File: src/rtl/remap_cache_fill_ctrl_pkg.sv
// Shared configuration for the remap cache fill path.
package TauCfg;
  localparam int LOCAL_ADDR_BW0 = 5;
  localparam int DATA_BW        = 8;
  localparam int VSIZE          = 2;
  localparam int N_ICFG         = 4;
endpackage

File: src/rtl/remap_cache_fill_ctrl_fifo.sv
// Occupancy FIFO: one {id,len} entry per live allocation, in ring order.
module RemapAllocFifo #(
  parameter int DEPTH = 4,
  parameter int WIDTH = 8
) (
  input  logic             i_clk,
  input  logic             i_rst,
  input  logic             push,
  input  logic             pop,
  input  logic [WIDTH-1:0] i_data,
  output logic             full,
  output logic             empty,
  output logic [WIDTH-1:0] head
);
  localparam int PW = (DEPTH > 1) ? $clog2(DEPTH) : 1;
  localparam int CW = $clog2(DEPTH + 1);

  logic [WIDTH-1:0] mem [DEPTH];
  logic [PW-1:0]    rd_ptr, wr_ptr;
  logic [CW-1:0]    count;
  logic             do_push, do_pop;

  function automatic logic [PW-1:0] nxt(input logic [PW-1:0] p);
    return (p == PW'(DEPTH - 1)) ? '0 : p + PW'(1);
  endfunction

  assign do_push = push && !full;
  assign do_pop  = pop && !empty;
  assign full    = (count == CW'(DEPTH));
  assign empty   = (count == '0);
  assign head    = mem[rd_ptr];

  always_ff @(posedge i_clk) begin
    if (i_rst) begin
      rd_ptr <= '0;
      wr_ptr <= '0;
      count  <= '0;
    end else begin
      if (do_push) wr_ptr <= nxt(wr_ptr);
      if (do_pop)  rd_ptr <= nxt(rd_ptr);
      count <= count + CW'(do_push) - CW'(do_pop);
    end
  end

  always_ff @(posedge i_clk)
    if (do_push) mem[wr_ptr] <= i_data;
endmodule

File: src/rtl/remap_cache_fill_ctrl.sv
// Ring-buffer fill controller: allocates cache lines by credit, streams fill
// data into the SRAM ring, and returns credit when allocations are retired.
module remap_cache_fill_ctrl import TauCfg::*; #(
  parameter  int LBW     = LOCAL_ADDR_BW0,
  localparam int HBW     = LBW - $clog2(VSIZE),
  localparam int NDATA   = 1 << HBW,
  localparam int ICFG_BW = $clog2(N_ICFG + 1),
  localparam int LEN_BW  = HBW + 1
) (
  input  logic                           i_clk,
  input  logic                           i_rst,
  input  logic                           alloc_rdy,
  output logic                           alloc_ack,
  input  logic [ICFG_BW-1:0]             i_alloc_id,
  input  logic [LEN_BW-1:0]              i_alloc_len,
  input  logic                           din_rdy,
  output logic                           din_ack,
  input  logic [VSIZE-1:0][DATA_BW-1:0]  i_din,
  output logic                           wad_dval,
  output logic [HBW-1:0]                 o_whiaddr,
  output logic [VSIZE-1:0][DATA_BW-1:0]  o_wdata,
  output logic                           filled_dval,
  output logic [ICFG_BW-1:0]             o_filled_id,
  input  logic                           free_dval,
  input  logic [ICFG_BW-1:0]             i_free_id,
  output logic                           o_free_err,
  output logic [LEN_BW-1:0]              o_credit
);
  typedef enum logic [1:0] {IDLE, FILL, DONE} state_t;

  state_t                    state;
  logic [HBW-1:0]            wptr;
  logic [LEN_BW-1:0]         credit, remaining;
  logic [ICFG_BW-1:0]        id_q;
  logic                      fifo_full, fifo_empty, pop;
  logic [ICFG_BW+LEN_BW-1:0] fifo_head;
  logic [ICFG_BW-1:0]        head_id;
  logic [LEN_BW-1:0]         head_len;
  logic                      bad_len, alloc_go, free_bad, ovf;
  logic [LEN_BW:0]           credit_sum;

  assign head_id  = fifo_head[ICFG_BW+LEN_BW-1:LEN_BW];
  assign head_len = fifo_head[LEN_BW-1:0];
  assign bad_len  = (i_alloc_len == '0) || (i_alloc_len > LEN_BW'(NDATA));

  // Bad lengths are consumed so the requester never deadlocks on them.
  assign alloc_ack = (state == IDLE) && alloc_rdy &&
                     (bad_len || (credit >= i_alloc_len && !fifo_full));
  assign alloc_go  = alloc_ack && !bad_len;
  assign din_ack   = (state == FILL) && din_rdy;
  assign pop       = free_dval && !fifo_empty;
  assign free_bad  = free_dval && (fifo_empty || head_id != i_free_id);

  // Credit uses the registered value for the alloc check; the retire adds back here.
  assign credit_sum = {1'b0, credit}
                    + (pop      ? {1'b0, head_len}    : '0)
                    - (alloc_go ? {1'b0, i_alloc_len} : '0);
  assign ovf        = credit_sum > (LEN_BW + 1)'(NDATA);
  assign o_credit   = credit;

  RemapAllocFifo #(.DEPTH(N_ICFG), .WIDTH(ICFG_BW + LEN_BW)) u_fifo (
    .i_clk  (i_clk),
    .i_rst  (i_rst),
    .push   (alloc_go),
    .pop    (pop),
    .i_data ({i_alloc_id, i_alloc_len}),
    .full   (fifo_full),
    .empty  (fifo_empty),
    .head   (fifo_head)
  );

  always_ff @(posedge i_clk) begin
    if (i_rst) begin
      state       <= IDLE;
      wptr        <= '0;
      credit      <= LEN_BW'(NDATA);
      remaining   <= '0;
      id_q        <= '0;
      wad_dval    <= 1'b0;
      filled_dval <= 1'b0;
      o_free_err  <= 1'b0;
      o_whiaddr   <= '0;
      o_filled_id <= '0;
    end else begin
      wad_dval    <= din_ack;
      filled_dval <= 1'b0;
      credit      <= ovf ? LEN_BW'(NDATA) : credit_sum[LEN_BW-1:0];
      if ((alloc_ack && bad_len) || free_bad || ovf) o_free_err <= 1'b1;
      if (din_ack) begin
        o_whiaddr <= wptr;
        wptr      <= wptr + HBW'(1);
        remaining <= remaining - LEN_BW'(1);
      end
      case (state)
        IDLE: if (alloc_go) begin
          id_q      <= i_alloc_id;
          remaining <= i_alloc_len;
          state     <= FILL;
        end
        FILL: if (din_ack && remaining == LEN_BW'(1)) begin
          filled_dval <= 1'b1;
          o_filled_id <= id_q;
          state       <= DONE;
        end
        DONE:    state <= IDLE;
        default: state <= IDLE;
      endcase
    end
  end

  always_ff @(posedge i_clk)
    if (din_ack) o_wdata <= i_din;
endmodule

File: config.mk
export PLATFORM = sky130hd
export DESIGN_NAME = remap_cache_fill_ctrl
export DESIGN_NICKNAME = d
export VERILOG_FILES = /design/src/rtl/remap_cache_fill_ctrl_pkg.sv /design/src/rtl/remap_cache_fill_ctrl_fifo.sv /design/src/rtl/remap_cache_fill_ctrl.sv
export SDC_FILE = /design/constraint.sdc
export NUM_CORES = 1
export LEC_CHECK = 0
export ABC_AREA = 1
export CORE_MARGIN = 2
export CORE_UTILIZATION = 45
export DETAILED_ROUTE_END_ITERATION = 12
export PLACE_DENSITY_LB_ADDON = 0.05
export SLEW_MARGIN = 20
export SYNTH_ARGS = -nofsm -noshare
export SYNTH_HDL_FRONTEND = slang
export SYNTH_HIERARCHICAL = 1
export SYNTH_SLANG_ARGS = --single-unit
export TNS_END_PERCENT = 1
File: constraint.sdc
create_clock -name i_clk -period 9.2 [get_ports i_clk]
set_input_delay 1.84 -clock i_clk [delete_from_list [all_inputs] [get_ports i_clk]]
set_output_delay 1.84 -clock i_clk [all_outputs]
set_load 0.03 [all_outputs]
==> impl_metrics.yaml <==
run_status:
  status: "finished, final reports clean"
hold_path:
  holdCritPathClass: "register to register"
  hold_path_end: "o_filled_id[0]"
  hold_path.startpoint: "id_q[0]"
  worst_hold_path.num_cells: 2
global_route:
  antenna_violations_before_repair: 0
  global_route.overflow_total: 0
  grt_pass1_vias: 2906
  grt_start_max_net_pins: 26
  global_route.usage.total_pct: 18.38
  grt_first_pass_wirelength_um: 14010
drt:
  vias: 2946
  drt_antenna_net_count: 0
  drt-initial-drc-count: 101
  detail_route.wl_per_cell_um: 13.90
  wl_um: 8407
  detail_route.drc_violations: 0
  drt_first_pass_iters: 4
  via_per_inst: 4.869
clocking:
  max-clock-path-buffers: 2
  clk_transition_reported_paths_ps: 90
  cts_htree_levels: 3
  clock_latency_ps: 360
  cts_root_buf: "clkbuf_8"
  cts-hold-fix-buffers: 0
  cts_tree: "yes"
  post-cts-setup-buffer-count: 0
  tritoncts.num_buffers: 9
  ctsResizeCount: 0
  cts_num_sinks: 86
yosys:
  postSynth.asyncResetShare_pct: 0
  synth.net_count: 482
  prevailing_post_synth_register_cell: "edfxtp_1"
  synth.ff_latch_count: 86
  syn_area_um2: 4048
  synth-warning-count: 6
  number_of_flops_mapped_to_enable_cells_by_yosys: 48
  synth-seq-area-share_pct: 54.40
  synth.distinct_cells: 33
  syn_avg_cell_area_um2: 9.569
  synth_cells: 423
critical_path:
  timing.critical_path.arrival_ps: 4210
  cp-end-kind: "primary output"
  worstPathRequired_ps: 7360
  critPathKind: "input port to primary output"
  start_kind: "input port"
  critical_path.max_fanout: 8
  worst_r2r_path_depth: 14
  timing.rr.start: "u_fifo/count[1]"
  rr_endpoint: "o_credit[3]"
  reg2reg_slack_ps: 5880
timing:
  clock.fmax_mhz: 165.4
  pins_over_slew_limit: 0
  clock-skew-final_ps: 9.626
  timing.slew.headroom_pct: 41.82
  final_min_period_over_clock_period_pct: 65.71
  period_needed_ps: 6045
  hold_violations_final: 0
  setup-violations-final: 0
  timing_worst_slew_pin_value_ps: 869.6
  finalSetupTns_ps: 0
  rsz0062_at_grt: "no"
floorplan:
  fp.dieH_um: 98.84
  design.core.area_um2: 8721
  area_enclosed_by_the_die_boundary_um2: 9769
  rows: 34
  start_util_pct: 46.41
  chipWidth_um: 98.84
  io-pin-count: 65
placed_design:
  gp_congestion: 0.7890
  placedCellCount: 589
  number_of_buffer_cells_added_on_primary_ports: 64
  detailed_place_hpwl_um: 6005
power_and_ir_drop:
  ir_drop_mv: 0.1886
  power.density_nw_per_um2: 243.5
  power.leakage_nw: 2.080
flow_run:
  cap_viol_max_count: 0
final_layout:
  stdcell_count: 605
  nNetsFinal: 551
  num-fill-cells: 789
  num_antenna_cells: 0
  syn2layout_area_growth_pct: 23.86
  final_layout_size_suffix_gt1_share_pct: 9.457
[synth_stat cells, types with 3 or more instances]
cell type / n / share of area, %
o22ai_1: 8 / 1.2
nand4_1: 6 / 0.93
nand2_2: 7 / 1.1
ha_1: 21 / 6.5
fa_1: 6 / 3.0
dfxtp_1: 38 / 19
o21ai_0: 20 / 2.5
a21oi_2: 5 / 1.1
inv_2: 3 / 0.28
inv_1: 73 / 6.8
nand3_1: 17 / 2.1
nand2_1: 62 / 5.7
nor2_2: 10 / 1.5
edfxtp_1: 48 / 36
nor2_1: 56 / 5.2
xor2_1: 5 / 1.1
a21oi_1: 17 / 2.1
[state kept, by name, summed over array words and instances (netlist names), named ones only]
name and flops:
o_filled_id 3, id_q 3, filled_dval 1, o_credit 5, remaining 5, wad_dval 1, u_fifo/mem 32, o_wdata 16
state 2, wptr 4, o_whiaddr 4, u_fifo/rd_ptr 2, u_fifo/wr_ptr 2, o_free_err 1, u_fifo/count 3
[critical path, cell delays in order]
cell	delay [ps]
clkdlybuf4s50_1	660
inv_1	130
ha_1	320
nand2_1	70
a21oi_1	170
nor2_2	60
nand2_2	150
nand2_1	70
nand2_1	70
clkdlybuf4s50_1	670
[how the worst max path moves through the flow]
| stage | endpoint | cells past startpoint | from |
|---|---|---|---|
| CTS | alloc_ack | 10 | i_alloc_len[4] |
| detailed placement | alloc_ack | 10 | i_alloc_len[4] |
| finish | alloc_ack | 10 | i_alloc_len[4] |
| global placement | alloc_ack | 10 | i_alloc_len[4] |
| floorplan | alloc_ack | 7 | i_alloc_len[4] |
| global route | alloc_ack | 10 | i_alloc_len[4] |
[metrics by stage]
| step | utilization, % | setup WS (ps) | power (mW) | instance area (µm²) | hold WS [ps] |
|---|---|---|---|---|---|
| after floorplan | - | 4567 | 0.7963 | 4048 | 422.9 |
| after global placement | 54.68 | 3247 | 0.9056 | 4768 | 448.2 |
| after detailed placement | 54.68 | 3179 | 0.9121 | 4768 | 450.0 |
| after CTS | 57.49 | 3160 | 1.237 | 5014 | 465.7 |
| after global routing | 57.49 | 3017 | 1.323 | 5014 | 480.9 |
| final | 57.49 | 3155 | 1.221 | 5014 | 466.2 |
[layer usage]
metal / global-route usage [%] / up-vias / wire (µm) / part of all wire, %
met5: 0 / - / 0 / 0
met4: 7.165 / 0 / 138 / 1.6
met3: 3.759 / 14 / 459 / 5.5
met2: 29.78 / 65 / 3926 / 47
met1: 24.28 / 1364 / 3883 / 46
li1: - / 1503 / - / -
[placed cells by master, fill, tap and decap left out, types with 3 or more instances in the layout]
cell type	synthesis	routed
dfxtp_1	38	38
edfxtp_1	48	48
bufinv_16	0	3
nor2_2	10	10
a21oi_2	5	5
a21oi_1	17	17
inv_1	73	73
nand2_2	7	7
o21ai_0	20	20
nor2_1	56	56
nand4_1	6	6
fa_1	6	6
inv_2	3	3
nand3_1	17	17
clkbuf_8	0	10
nand2_1	62	62
xor2_1	5	5
o22ai_1	8	8
ha_1	21	21
clkdlybuf4s50_1	0	64
[cell families after synthesis]
| family | Yosys count | synth area share (%) |
|---|---|---|
| simple gates | 166 | 18.52 |
| flops | 86 | 54.40 |
| buf+inv | 82 | 8.408 |
| compound gates | 57 | 8.130 |
| fa+ha+maj | 27 | 9.459 |
| xor+xnor | 5 | 1.082 |
[final cells by class]
class	count	area, µm²	area share [%]
sequential	86	2202	43.92
multi-input combinational	255	1505	30.02
timing repair buffer	64	640.6	12.78
inverter	76	285.3	5.690
clock buffer	11	141.4	2.820
tap	108	135.1	2.695
clock inverter	5	103.9	2.071
[power by group]
group | switching (mW) | internal (mW) | total, mW
Clock | 0.134 | 0.188 | 0.323
Combinational | 0.270 | 0.165 | 0.434
Sequential | 0.0237 | 0.440 | 0.464
Total | 0.427 | 0.793 | 1.22
Power figures use the tool's default switching activity.
